## src/rtl/cu_pkg.sv

```systemverilog
// Shared types for the control sequencer: ALU opcodes and FSM states.
package cu_pkg;
  typedef enum logic [1:0] {
    OP_ADD = 2'b00,
    OP_SUB = 2'b01,
    OP_MUL = 2'b10,
    OP_DIV = 2'b11
  } opcode_e;

  typedef enum logic [2:0] {
    S_IDLE,
    S_LOAD_Y,
    S_EXEC,
    S_WRITE,
    S_DONE
  } state_e;
endpackage

```

## src/rtl/control_sequencer_if.sv

```systemverilog
// Issue/control bundle between an instruction source (master) and the sequencer (slave).
interface control_sequencer_if #(
  parameter int NUM_REGS  = 4,
  parameter int REG_SEL_W = $clog2(NUM_REGS)
);
  import cu_pkg::*;

  logic                 start;
  opcode_e              opcode;
  logic [REG_SEL_W-1:0] src_a, src_b, dst;
  logic                 ready;
  logic [NUM_REGS-1:0]  reg_out, reg_in;
  logic                 add, sub, mul, div;
  logic                 select_y, yin, zin, zout;
  logic                 end_pulse;

  modport master (
    output start, opcode, src_a, src_b, dst,
    input  ready, reg_out, reg_in, add, sub, mul, div,
           select_y, yin, zin, zout, end_pulse
  );

  modport slave (
    input  start, opcode, src_a, src_b, dst,
    output ready, reg_out, reg_in, add, sub, mul, div,
           select_y, yin, zin, zout, end_pulse
  );
endinterface

```

## src/rtl/control_step_counter.sv

```systemverilog
// Loadable down-counter timing the EXEC phase; freezes when i_en is low.
module control_step_counter #(
  parameter int W = 3
) (
  input  logic         i_clk,
  input  logic         i_rst,
  input  logic         i_en,
  input  logic         i_load,
  input  logic         i_dec,
  input  logic [W-1:0] i_load_val,
  output logic         o_zero
);
  logic [W-1:0] r_cnt;

  always_ff @(posedge i_clk) begin
    if (i_rst)
      r_cnt <= '0;
    else if (i_en) begin
      if (i_load)
        r_cnt <= i_load_val;
      else if (i_dec && r_cnt != '0)
        r_cnt <= r_cnt - 1'b1;
    end
  end

  assign o_zero = (r_cnt == '0);
endmodule

```

## src/rtl/control_sequencer.sv

```systemverilog
// Microcoded-style datapath sequencer: LOAD_Y -> EXEC(n) -> WRITE -> DONE.
// Optional CU_STALL_EN adds an i_stall input that freezes progress.
module control_sequencer
  import cu_pkg::*;
#(
  parameter int NUM_REGS  = 4,
  parameter int REG_SEL_W = $clog2(NUM_REGS),
  parameter int MUL_LAT   = 3,
  parameter int DIV_LAT   = 5
) (
  input  logic i_clk,
  input  logic i_rst,
`ifdef CU_STALL_EN
  input  logic i_stall,
`endif
  control_sequencer_if.slave bus
);
  localparam int MAX_LAT = (MUL_LAT > DIV_LAT) ? MUL_LAT : DIV_LAT;
  localparam int CNT_W   = $clog2(MAX_LAT + 1);

  state_e               r_state;
  opcode_e              r_op;
  logic [REG_SEL_W-1:0] r_src_a, r_src_b, r_dst;
  logic                 w_stall;
  logic                 w_cnt_zero;
  logic [CNT_W-1:0]     w_load_val;

`ifdef CU_STALL_EN
  assign w_stall = i_stall;
`else
  assign w_stall = 1'b0;
`endif

  // Out-of-range selects enable no register at all.
  function automatic logic [NUM_REGS-1:0] f_onehot(input logic [REG_SEL_W-1:0] s);
    logic [NUM_REGS-1:0] v;
    v = '0;
    if (int'(s) < NUM_REGS) v[s] = 1'b1;
    return v;
  endfunction

  // Counter holds (EXEC cycles - 1); EXEC exits on the cycle it reads zero.
  always_comb begin
    case (r_op)
      OP_MUL:  w_load_val = CNT_W'(MUL_LAT - 1);
      OP_DIV:  w_load_val = CNT_W'(DIV_LAT - 1);
      default: w_load_val = '0;
    endcase
  end

  control_step_counter #(.W(CNT_W)) u_cnt (
    .i_clk      (i_clk),
    .i_rst      (i_rst),
    .i_en       (~w_stall),
    .i_load     (r_state == S_LOAD_Y),
    .i_dec      (r_state == S_EXEC),
    .i_load_val (w_load_val),
    .o_zero     (w_cnt_zero)
  );

  always_ff @(posedge i_clk) begin
    if (i_rst) begin
      r_state <= S_IDLE;
      r_op    <= OP_ADD;
      r_src_a <= '0;
      r_src_b <= '0;
      r_dst   <= '0;
    end else if (!w_stall) begin
      case (r_state)
        S_IDLE: if (bus.start) begin
          r_op    <= bus.opcode;
          r_src_a <= bus.src_a;
          r_src_b <= bus.src_b;
          r_dst   <= bus.dst;
          r_state <= S_LOAD_Y;
        end
        S_LOAD_Y: r_state <= S_EXEC;
        S_EXEC:   if (w_cnt_zero) r_state <= S_WRITE;
        S_WRITE:  r_state <= S_DONE;
        S_DONE:   r_state <= S_IDLE;
        default:  r_state <= S_IDLE;
      endcase
    end
  end

  // Bus enables persist through a stall; register/latch strobes are masked.
  always_comb begin
    bus.ready     = 1'b0;
    bus.reg_out   = '0;
    bus.reg_in    = '0;
    bus.add       = 1'b0;
    bus.sub       = 1'b0;
    bus.mul       = 1'b0;
    bus.div       = 1'b0;
    bus.select_y  = 1'b0;
    bus.yin       = 1'b0;
    bus.zin       = 1'b0;
    bus.zout      = 1'b0;
    bus.end_pulse = 1'b0;
    case (r_state)
      S_IDLE: bus.ready = 1'b1;
      S_LOAD_Y: begin
        bus.reg_out = f_onehot(r_src_a);
        bus.yin     = ~w_stall;
      end
      S_EXEC: begin
        bus.reg_out  = f_onehot(r_src_b);
        bus.select_y = 1'b1;
        bus.zin      = ~w_stall;
        bus.add      = (r_op == OP_ADD);
        bus.sub      = (r_op == OP_SUB);
        bus.mul      = (r_op == OP_MUL);
        bus.div      = (r_op == OP_DIV);
      end
      S_WRITE: begin
        bus.zout   = 1'b1;
        bus.reg_in = w_stall ? '0 : f_onehot(r_dst);
      end
      S_DONE: bus.end_pulse = ~w_stall;
      default: ;
    endcase
  end
endmodule
```

## src/flat_wrapper.sv

```systemverilog
// flat-port wrapper written by rule: the top's interface ports become plain ports
module control_sequencer_flat import cu_pkg::*;
#(
  parameter int NUM_REGS  = 4,
  parameter int REG_SEL_W = $clog2(NUM_REGS),
  parameter int MUL_LAT   = 3,
  parameter int DIV_LAT   = 5
)
  (i_clk, i_rst, bus_start, bus_opcode, bus_src_a, bus_src_b, bus_dst, bus_ready, bus_reg_out, bus_reg_in, bus_add, bus_sub, bus_mul, bus_div, bus_select_y, bus_yin, bus_zin, bus_zout, bus_end_pulse);
  control_sequencer_if #(.NUM_REGS(NUM_REGS), .REG_SEL_W(REG_SEL_W)) bus_i ();
  input  logic i_clk;
  input  logic i_rst;
  input wire logic [$bits(bus_i.start)-1:0] bus_start;
  input wire logic [$bits(bus_i.opcode)-1:0] bus_opcode;
  input wire logic [$bits(bus_i.src_a)-1:0] bus_src_a;
  input wire logic [$bits(bus_i.src_b)-1:0] bus_src_b;
  input wire logic [$bits(bus_i.dst)-1:0] bus_dst;
  output wire logic [$bits(bus_i.ready)-1:0] bus_ready;
  output wire logic [$bits(bus_i.reg_out)-1:0] bus_reg_out;
  output wire logic [$bits(bus_i.reg_in)-1:0] bus_reg_in;
  output wire logic [$bits(bus_i.add)-1:0] bus_add;
  output wire logic [$bits(bus_i.sub)-1:0] bus_sub;
  output wire logic [$bits(bus_i.mul)-1:0] bus_mul;
  output wire logic [$bits(bus_i.div)-1:0] bus_div;
  output wire logic [$bits(bus_i.select_y)-1:0] bus_select_y;
  output wire logic [$bits(bus_i.yin)-1:0] bus_yin;
  output wire logic [$bits(bus_i.zin)-1:0] bus_zin;
  output wire logic [$bits(bus_i.zout)-1:0] bus_zout;
  output wire logic [$bits(bus_i.end_pulse)-1:0] bus_end_pulse;
  assign bus_i.start = bus_start;
  assign bus_i.opcode = bus_opcode;
  assign bus_i.src_a = bus_src_a;
  assign bus_i.src_b = bus_src_b;
  assign bus_i.dst = bus_dst;
  assign bus_ready = bus_i.ready;
  assign bus_reg_out = bus_i.reg_out;
  assign bus_reg_in = bus_i.reg_in;
  assign bus_add = bus_i.add;
  assign bus_sub = bus_i.sub;
  assign bus_mul = bus_i.mul;
  assign bus_div = bus_i.div;
  assign bus_select_y = bus_i.select_y;
  assign bus_yin = bus_i.yin;
  assign bus_zin = bus_i.zin;
  assign bus_zout = bus_i.zout;
  assign bus_end_pulse = bus_i.end_pulse;
  control_sequencer #(.NUM_REGS(NUM_REGS), .REG_SEL_W(REG_SEL_W), .MUL_LAT(MUL_LAT), .DIV_LAT(DIV_LAT)) u_core (.i_clk(i_clk), .i_rst(i_rst), .bus(bus_i));
endmodule
```

## config.mk

```make
export PLATFORM = sky130hd
export DESIGN_NAME = control_sequencer_flat
export DESIGN_NICKNAME = d
export VERILOG_FILES = /design/src/rtl/cu_pkg.sv /design/src/rtl/control_sequencer_if.sv /design/src/rtl/control_step_counter.sv /design/src/rtl/control_sequencer.sv /design/src/flat_wrapper.sv
export SDC_FILE = /design/constraint.sdc
export NUM_CORES = 1
export LEC_CHECK = 0
export BUFFER_PORTS_ARGS = -buffer_cell sky130_fd_sc_hd__buf_4
export CAP_MARGIN = 30
export CORE_MARGIN = 1
export CORE_UTILIZATION = 45
export DETAILED_ROUTE_END_ITERATION = 8
export PLACE_DENSITY = 0.84
export SYNTH_ARGS = -nofsm -noshare
export SYNTH_HDL_FRONTEND = slang
export SYNTH_SLANG_ARGS = --single-unit
```

## constraint.sdc

```tcl
create_clock -name i_clk -period 2 [get_ports i_clk]
set_clock_uncertainty 0.2 [all_clocks]
set_input_delay 0.3 -clock i_clk [delete_from_list [all_inputs] [get_ports i_clk]]
set_output_delay 0.3 -clock i_clk [all_outputs]
set_load 0.05 [all_outputs]
```

# [Word-level counts from Yosys, hierarchy flattened]
# Cells that the tools add are included.
[word_totals] ff_bits=14 input_bits=11 out_inout_bits=18 elab_cells=56
[op_classes] addsub=1 magnitude_cmp=6 n_eq_ne=9 muxes=23 n_reduce_logical=11
[ops] operator="1-bit 2-to-1 mux" count=12
[ops] operator="3-bit 2-to-1 mux" count=4
[ops] operator="3-bit case mux with 4 select lines" count=1
[ops] operator="2-bit by 3-bit less-than comparator with 1-bit output, second input constant" count=3
[ops] operator="4-bit case mux with 2 select lines" count=1
[ops] operator="1-bit demux with 2-bit select" count=3
[ops] operator="3-bit by 2-bit equality test with 1-bit output, second input constant" count=2
[ops] operator="2-bit by 1-bit greater-or-equal comparator with 1-bit output, second input constant" count=3
[ops] operator="3-bit zero test" count=2
[ops] operator="3-bit case mux with 2 select lines" count=1
[ops] operator="2-bit equality test, second input constant" count=2
[ops] operator="1-bit logical AND" count=4
[ops] operator="4-bit 2-to-1 mux" count=1
[ops] operator="2-bit AND reduction" count=2
[ops] operator="3-bit by 1-bit equality test with 1-bit output, second input constant" count=1
[ops] operator="3-bit equality test, second input constant" count=1
[ops] operator="3-bit nonzero test" count=1
[ops] operator="3-bit by 1-bit subtractor with 3-bit output, second input constant" count=1
[ops] operator="2-bit by 1-bit equality test with 1-bit output, second input constant" count=1
[ops] operator="2-bit zero test" count=1
[ops] operator="2-bit by 1-bit != test with 1-bit output, second input constant" count=1
[ops] operator="2-bit != test, second input constant" count=1
[ops] operator="2-bit nonzero test" count=1

# [Depth between registers and ports, before layout]
# Gate-level depths: netlist (run 1).
[logic_depth] ltp_word=5 depth_mapped=6 ltp_nobuf=6

# [Cells and area by module]
# Synthesis (run 1) repeated with hierarchy kept, for this count alone.
[unflattened] cells_unflattened=101 area_unflattened_um2=905.9
[modules_own_cells] mod="control_sequencer" n_inst=1 cells_per_inst=75 area_each_um2=689.4 seq_area_each_um2=220.2
[modules_own_cells] mod="control_step_counter" n_inst=1 cells_per_inst=26 area_each_um2=216.5 seq_area_each_um2=60.1

# [Worst setup path after synthesis (run 1)]
# No wires, ideal clock.
[synth_path] kind="register to output" startpoint="register u_core.r_state[2]" endpoint="output bus_reg_out[1]" arrival_time_ns=2.314 required_time_ns=1.500 slack_ns=-0.814 path_stages_with_launch=5 n_path_buf=1 cell_sequence="dfxtp_1 > clkbuf_1 > nor3b_2 > nand2b_1 > o2bb2ai_1"
[synth_via] elab_chain_cells=2 elab_cells_between_ends=3 cone_classes="2 x eq/ne; 1 x mux"
[synth_rtl] item="start, declared" line="control_sequencer.sv:21" text="state_e r_state;"
[synth_rtl] item="start signal, assigned" line="control_sequencer.sv:63" text="r_state <= S_IDLE;"
[synth_rtl] item="start signal, assigned" line="control_sequencer.sv:75" text="r_state <= S_LOAD_Y;"
[synth_rtl] item="start signal, assigned" line="control_sequencer.sv:77" text="S_LOAD_Y: r_state <= S_EXEC;"
[synth_rtl] item="3-bit by 2-bit equality test with 1-bit output or 3-bit by 1-bit equality test with 1-bit output (tied branches)" line="control_sequencer.sv:100" text="case (r_state)"
[synth_rtl] item="4-bit case mux with 2 select lines (*)" line="control_sequencer.sv:100"
[synth_rtl] item="end, declared" line="flat_wrapper.sv:19" text="output wire logic [$bits(bus_i.reg_out)-1:0] bus_reg_out;"
# Every way passes the cells marked *; elsewhere a longest branch is shown, timed or not.

# [Worst setup path in the final report (run 1)]
[layout_path] startpoint="register u_core.r_state[2]" endpoint="output bus_reg_in[3]"
[layout_via] elab_chain_cells=2
[layout_rtl] item="3-bit by 2-bit equality test with 1-bit output" line="control_sequencer.sv:100"
[layout_rtl] item="4-bit 2-to-1 mux" line="control_sequencer.sv:100"
[layout_rtl] item="end, declared" line="flat_wrapper.sv:20" text="output wire logic [$bits(bus_i.reg_in)-1:0] bus_reg_in;"
# Every way passes these cells.

==> flow_summary_export.csv, run 1 <==
group,metric,value,unit
sta,fmax,0.475,GHz
clock_tree,clock-sinks,14,
worst_setup_path,crit_path_start_kind,"flop",
power_and_ir_drop,power_density,704,nW/µm²
yosys,synthesis.area_per_instance,7.74,µm²
yosys,synth_cells,101,
global_route,wire_length_of_the_first_global_routing_pass,3.74,mm
yosys,yosysUniqueCellTypes,33,
route,wl,2.34,mm
sta,max-slew-margin-rel,0.691,
global_route,grt_antenna_before_repair,0,
die,initial_core_util,0.502,
final_layout,postLayoutCellArea,1380,µm²
sta,hold_ws,0.0550,ns
route,avgViaCountPerCell,5.79,
placed_design,place.gp.congestion,0.788,
sta,final_min_period_over_clock_period,1.05,
hold_path,min_to,"u_core.r_dst[0]",
sta,period_minus_slack,2.10,ns
clock_tree,clk_latency,0.29,ns
clock_tree,cts_inserted_buffers,3,
worst_setup_path,crit-reg2reg-capture,"u_core.u_cnt.r_cnt[0]",
yosys,synth_top_family_by_area,"simple AND/OR/NAND/NOR gates",
placed_design,dp.final_hpwl,1.39,mm
die,fp.coreArea,1560,µm²
yosys,synth_adder_area_share,0.0320,
worst_setup_path,worstSetupStartpoint,"u_core.r_state[2]",
worst_setup_path,criticalPathCategory,"flop to primary output",
global_route,grt_start_max_net_pins,15,
power_and_ir_drop,pwr-share-clk,0.213,
power_and_ir_drop,comb_power_share,0.428,
clock_tree,max-clock-path-buffers,2,
status,run_status,"complete, but fails checks",
final_layout,syn_to_layout_area_delta,76.8,%
final_layout,layout-drive-gt1-share,0.507,
worst_setup_path,critical_path_arrival,1.60,ns
placed_design,placedInstanceArea,1160,µm²
clock_tree,root_buffer,"sky130_fd_sc_hd__clkbuf_4",
die,die_wd,43.7,µm
final_layout,design.final.nets,150,
route,num_vias,880,
yosys,synth_warnings,0,
sta,postLayoutSetupSlackWorst,-0.105,ns
sta,drv_slew,0,
die,ios,29,
run,drv.max_cap_violation_count,0,
power_and_ir_drop,p_seq_frac,0.359,
worst_setup_path,critical_path.endpoint_type,"primary output",
clock_tree,cts_htree_levels,1,
power_and_ir_drop,p_leak,0.565,nW
worst_setup_path,reg2reg_depth,6,
route,drt_iter0_drc,15,
yosys,net_count_after_synthesis,114,
final_layout,antenna_cells,0,
sta,worst_pin_slew,0.462,ns
hold_path,worst_hold_path_type,"input pin to flop",
sta,report.final.hold_viol_count,0,
yosys,synth_mux_area_frac,0.0128,
route,detail_route.first_pass.iterations,6,
power_and_ir_drop,cellInternalPower,0.000594,W
clock_tree,clk_transition_reported_paths,0.08,ns
worst_setup_path,register_to_register_setup_slack,0.27,ns
sta,timing.final.setup_violations,13,
clock_tree,cts_tree,"yes",
die,floorplan.die_area,1910,µm²
hold_path,worst_hold_startpoint,"bus_dst[0]",
power_and_ir_drop,net-switching-power,0.000380,W
yosys,synthesized_flop_and_latch_total,14,
yosys,synth_compound_area_frac,0.154,
route,drc_errors,2,
global_route,track_usage,0.271,
power_and_ir_drop,power.share.switching,0.390,
worst_setup_path,worstPathMaxFanout,5,
sta,rsz0062_at_grt,"true",
die,die_y,43.7,µm
yosys,xor_xnor_fraction_of_synth_area,0.0112,
worst_setup_path,r2r-start,"u_core.r_state[2]",
hold_path,min_delay_path_depth,3,
route,drt.antenna.violating_nets,0,
power_and_ir_drop,vdd_drop_max,0.000631,V
yosys,edff_count_synth,0,
placed_design,placement.io_buffers,28,
yosys,synthArstFlopShare,0,
worst_setup_path,cp.required,1.50,ns
final_layout,layout_commonest_cell,"sky130_fd_sc_hd__buf_4",
final_layout,final_cell_mix,"sky130_fd_sc_hd__buf_4 (20), sky130_fd_sc_hd__nand2_1 (17), sky130_fd_sc_hd__dfxtp_1 (11), sky130_fd_sc_hd__a21oi_1 (10), sky130_fd_sc_hd__buf_6 (10)",
die,std_cell_rows,14,
yosys,synth_seq_area_share,0.358,
global_route,globalRoute.totalOverflow,0,
route,drt-wirelength-per-cell,15.4,µm
yosys,ys.flop_type,"sky130_fd_sc_hd__dfxtp_1",
global_route,vias_in_the_first_global_route,825,
status,violated_checks,"design-rule violations, negative setup slack",
yosys,post_synth_instance_area,782,µm²
yosys,yosys.area_share.simple,0.328,
metal layers:
metal  part of all wire  vias up  track usage
li1                   -      419            -
met1               0.41      424        0.320
met2               0.53       32        0.466
met3              0.043        5       0.0583
met4              0.023        0        0.125
met5                  0        -            0
worst max-delay path: stages (launching register included):
cell,delay (ns)
sky130_fd_sc_hd__dfxtp_2,0.34
sky130_fd_sc_hd__buf_4,0.15
sky130_fd_sc_hd__or3_4,0.41
sky130_fd_sc_hd__clkinvlp_4,0.10
sky130_fd_sc_hd__and3_4,0.18
sky130_fd_sc_hd__buf_8,0.14
cell families after synthesis:
group,count (synthesis)
AOI/OAI and AO/OA,19
xor gates and xnor gates,1
muxes,1
DFF,14
adders and majority gates,2
and+or+nand+nor,48
buffers and inverters,16
cell usage after synthesis, types with 2 or more instances:
| library cell | n | area [µm²] |
|---|---|---|
| sky130_fd_sc_hd__nand2b_1 | 2 | 12.5 |
| sky130_fd_sc_hd__a21oi_1 | 10 | 50.1 |
| sky130_fd_sc_hd__buf_6 | 2 | 22.5 |
| sky130_fd_sc_hd__nand3_1 | 4 | 20.0 |
| sky130_fd_sc_hd__o21ai_0 | 2 | 10.0 |
| sky130_fd_sc_hd__clkbuf_1 | 3 | 11.3 |
| sky130_fd_sc_hd__nor3_1 | 4 | 20.0 |
| sky130_fd_sc_hd__ha_1 | 2 | 25.0 |
| sky130_fd_sc_hd__inv_1 | 8 | 30.0 |
| sky130_fd_sc_hd__nor2_1 | 4 | 15.0 |
| sky130_fd_sc_hd__dfxtp_1 | 14 | 280 |
| sky130_fd_sc_hd__or3_1 | 2 | 12.5 |
| sky130_fd_sc_hd__nor3b_1 | 3 | 22.5 |
| sky130_fd_sc_hd__nand2_1 | 20 | 75.1 |
| sky130_fd_sc_hd__and3_1 | 3 | 18.8 |
sequential cells by signal, indices dropped and copies added (netlist names):
| name | cells |
|---|---|
| u_core.r_state | 3 |
| u_core.u_cnt.r_cnt | 3 |
| u_core.r_dst | 2 |
| u_core.r_op | 2 |
| u_core.r_src_a | 2 |
| u_core.r_src_b | 2 |
layout make-up:
type                       instances  area, µm²
multi-input combinational         71        604
timing repair buffer              38        388
sequential                        14        284
fill                              78        176
inverter                           9       50.0
clock buffer                       4       36.3
tap                               16       20.0
power by group through the flow:
stage	clock [W]	sequential [W]	combinational, W
after CTS	0.000209	0.000345	0.000389
after global placement	0	0.000344	0.000344
after floorplan	0	0.000338	0.000271
final	0.000208	0.000349	0.000417
after detailed placement	0	0.000346	0.000348
after global routing	0.000224	0.000354	0.000441
metrics by stage:
stage | std cells | TNS (ns) | setup WS, ns | total power [W] | utilization
final | 152 | -0.899 | -0.105 | 0.000974 | 0.887
after global routing | 152 | -1.70 | -0.160 | 0.00102 | 0.887
after CTS | 151 | -0.850 | -0.101 | 0.000943 | 0.852
after detailed placement | 145 | 0 | 0.0449 | 0.000695 | 0.745
after global placement | 145 | 0 | 0.0837 | 0.000688 | 0.745
after floorplan | 101 | -0.553 | -0.187 | 0.000609 | -
what timing repair did:
action	in CTS	in global routing
hold buffers	0	0
buffers inserted	2	1
gates resized for setup	29	10
pin swaps	5	2
endpoints found under the setup margin	13	16
worst max path at each step:
stage	to	slack, ns	depth (start not counted)
6_report	bus_reg_in[3]	-0.10	5
5_1_grt	bus_reg_in[3]	-0.16	5
4_1_cts	bus_add	-0.10	5
3_5_place_dp	bus_reg_in[3]	0.04	5
3_3_place_gp	bus_reg_in[3]	0.08	5
2_1_floorplan	bus_reg_out[1]	-0.19	4
No activity file was read; power rests on OpenSTA's default activity.
==> run 2, diff against run 1 <==
- PLACE_DENSITY: 0.84 -> 0.82
- SYNTH_HIERARCHICAL: default -> 1
==> flow_summary_export.csv, run 2 <==
group,metric,value,unit
worst_setup_path,reg2reg_depth,6,
clock_tree,cts_tree,"yes",
global_route,track_usage,0.214,
worst_setup_path,cp.required,1.50,ns
yosys,yosysUniqueCellTypes,33,
sta,drv_slew,0,
yosys,ys.flop_type,"sky130_fd_sc_hd__dfxtp_1",
final_layout,layout-drive-gt1-share,0.437,
sta,timing.final.setup_violations,0,
yosys,synthesis.area_per_instance,8.97,µm²
yosys,synthesized_flop_and_latch_total,14,
worst_setup_path,crit-reg2reg-capture,"u_core/u_cnt/r_cnt[0]",
power_and_ir_drop,vdd_drop_max,0.000451,V
route,avgViaCountPerCell,5.06,
worst_setup_path,critPathSlowestCell,"sky130_fd_sc_hd__or3b_4",
yosys,yosysMostFrequentCell,"sky130_fd_sc_hd__nand2b_1",
placed_design,pre_cts_setup_slack,0.183,ns
power_and_ir_drop,power_density,597,nW/µm²
sta,report.final.hold_viol_count,0,
final_layout,syn_to_layout_area_delta,43.4,%
worst_setup_path,critical-path-max-stage-delay,0.44,ns
route,drc_errors,0,
run,drv.max_cap_violation_count,0,
die,std_cell_rows,15,
yosys,synth_cells,101,
power_and_ir_drop,total_power,0.000775,W
final_layout,reg.largest.list,"u_core/r_state x3, u_core/u_cnt/r_cnt x3",
worst_setup_path,crit_path_start_kind,"flop",
worst_setup_path,register_to_register_setup_slack,0.12,ns
clock_tree,cts_htree_levels,1,
clock_tree,root_buffer,"sky130_fd_sc_hd__clkbuf_4",
yosys,library_cell_with_the_largest_summed_area_after_synthesis,"sky130_fd_sc_hd__dfxtp_1",
global_route,grt_antenna_before_repair,0,
yosys,synth.area.top_cells,"sky130_fd_sc_hd__dfxtp_1 (31%), sky130_fd_sc_hd__mux2i_1 (11%), sky130_fd_sc_hd__nand2b_1 (11%)",
sta,rsz0062_at_grt,"true",
worst_setup_path,critical_path_arrival,1.49,ns
clock_tree,clk_transition_reported_paths,0.08,ns
hold_path,worst_hold_path_type,"input pin to flop",
global_route,vias_in_the_first_global_route,733,
die,initial_core_util,0.503,
yosys,portion_of_synthesized_cell_area_occupied_by_the_leading_cell_type,0.309,
die,floorplan.die_area,2200,µm²
global_route,globalRoute.totalOverflow,0,
yosys,leading_cell_types_by_count_after_synthesis,"sky130_fd_sc_hd__nand2b_1 (16), sky130_fd_sc_hd__dfxtp_1 (14), sky130_fd_sc_hd__mux2i_1 (10), sky130_fd_sc_hd__inv_1 (8), sky130_fd_sc_hd__nor3b_1 (5)",
clock_tree,clock-sinks,14,
worst_setup_path,cp_num_buf_inv,2,
die,die_y,46.9,µm
route,drt-wirelength-per-cell,12.7,µm
clock_tree,cts_inserted_buffers,3,
die,ios,29,
yosys,synth_seq_area_share,0.309,
clock_tree,clk_latency,0.27,ns
worst_setup_path,r2r-start,"u_core/r_state[0]",
route,drt.antenna.violating_nets,0,
route,drt_iter0_drc,13,
power_and_ir_drop,p_leak,0.587,nW
placed_design,placement.io_buffers,28,
worst_setup_path,worstSetupStartpoint,"u_core/r_state[0]",
final_layout,antenna_cells,0,
route,wl,2.04,mm
final_layout,layout_commonest_cell,"sky130_fd_sc_hd__buf_4",
route,detail_route.first_pass.iterations,4,
sta,final_min_period_over_clock_period,0.996,
sta,period_minus_slack,1.99,ns
final_layout,final_cell_mix,"sky130_fd_sc_hd__buf_4 (23), sky130_fd_sc_hd__nand2b_1 (16), sky130_fd_sc_hd__dfxtp_1 (12), sky130_fd_sc_hd__buf_6 (11), sky130_fd_sc_hd__mux2i_1 (10)",
global_route,wire_length_of_the_first_global_routing_pass,3.22,mm
sta,fmax,0.502,GHz
hold_path,min_delay_path_depth,3,
die,die_wd,46.9,µm
final_layout,design.final.nets,150,
sta,postLayoutSetupSlackWorst,0.00768,ns
global_route,grt_start_max_net_pins,22,
worst_setup_path,criticalPathCategory,"flop to primary output",
route,num_vias,809,
worst_setup_path,critical_path.endpoint_type,"primary output",
clock_tree,max-clock-path-buffers,2,
yosys,synthArstFlopShare,0,
die,fp.coreArea,1800,µm²
worst_setup_path,path_cells,"or3b_4 > clkinv_4 > a32o_2 > buf_6",
worst_setup_path,critical_path.top_delay_family,"simple AND/OR/NAND/NOR gates",
clock_tree,cts.hold.buffers_added,0,
worst_setup_path,crit_path_end,"bus_reg_out[1]",
yosys,synth_warnings,6,
placed_design,place.gp.congestion,0.683,
status,run_status,"completed",
yosys,edff_count_synth,0,
worst_setup_path,worstPathMaxFanout,8,
worst_setup_path,cell_count_along_the_critical_path,4,
yosys,post_synth_instance_area,906,µm²
placed_design,dp.final_hpwl,1.41,mm
[run 2: cell types whose count changed after synthesis, sizes merged, moves of 3 or more]
cell	change
a32o	+5
nand3	-4
nor2b	+3
a21oi	-10
nand2b	+14
mux2i	+9
and2	+4
nand2	-17
[run 2: what timing repair did]
item / in CTS / in global routing
gates resized for setup: 10 / 17
setup buffers: 2 / 2
pin swaps: 1 / 4
endpoints found under the setup margin: 8 / 12
[run 2: report_power, final]
| part | leakage (nW) | internal, W | switching [W] |
|---|---|---|---|
| clock network | 0.0138 | 0.0000697 | 0.0000856 |
| registers | 0.116 | 0.000302 | 0.0000237 |
| logic | 0.457 | 0.000131 | 0.000163 |
[run 2: worst min-delay path, cell delays in order]
cell and delay, ns:
sky130_fd_sc_hd__buf_4 0.11, sky130_fd_sc_hd__nand2b_1 0.05, sky130_fd_sc_hd__mux2i_1 0.06
[run 2: cell type report]
type                       instances  area [µm²]
tap                               25        31.3
sequential                        14         288
timing repair buffer              36         327
clock buffer                       3        22.5
fill                             152         503
multi-input combinational         73         592
inverter                           9        38.8
[run 2: worst min path at each step]
stage	from	end
finish	bus_dst[1]	u_core/r_dst[1]
global route	bus_opcode[1]	u_core/r_op[1]
global placement	u_core/u_cnt/r_cnt[1]	u_core/u_cnt/r_cnt[1]
detailed placement	u_core/u_cnt/r_cnt[1]	u_core/u_cnt/r_cnt[1]
CTS	bus_src_a[0]	u_core/r_src_a[0]
floorplan	u_core/u_cnt/r_cnt[1]	u_core/u_cnt/r_cnt[1]
[run 2: metrics by stage]
step | utilization | TNS (ns) | instances | hold slack [ns] | area [µm²]
floorplan | - | -1.17 | 104 | 0.235 | 933
global placement | 0.635 | 0 | 153 | 0.243 | 1140
detailed placement | 0.635 | 0 | 153 | 0.247 | 1140
CTS | 0.675 | 0 | 158 | 0.0825 | 1220
global route | 0.721 | -0.289 | 160 | 0.0819 | 1300
finish | 0.721 | 0 | 160 | 0.0875 | 1300
[run 2: cell families (layout without fill, tap and decap cells)]
group           Yosys count  in the layout  share of synthesized area
fa+ha+maj                 2              2                     0.0276
other cells               2              5                    0.00829
buf+inv                  17             48                      0.106
mux                      10             10                      0.111
compound gates           11             11                      0.116
flops                    14             14                      0.309
simple gates             45             45                      0.322
[run 2: metal layers]
| metal | wire length (µm) | vias to the layer above | track usage |
|---|---|---|---|
| li1 | - | 407 | - |
| met1 | 822 | 375 | 0.247 |
| met2 | 1020 | 21 | 0.342 |
| met4 | 74 | 0 | 0.166 |
| met3 | 118 | 6 | 0.0462 |
| met5 | 0 | - | 0 |
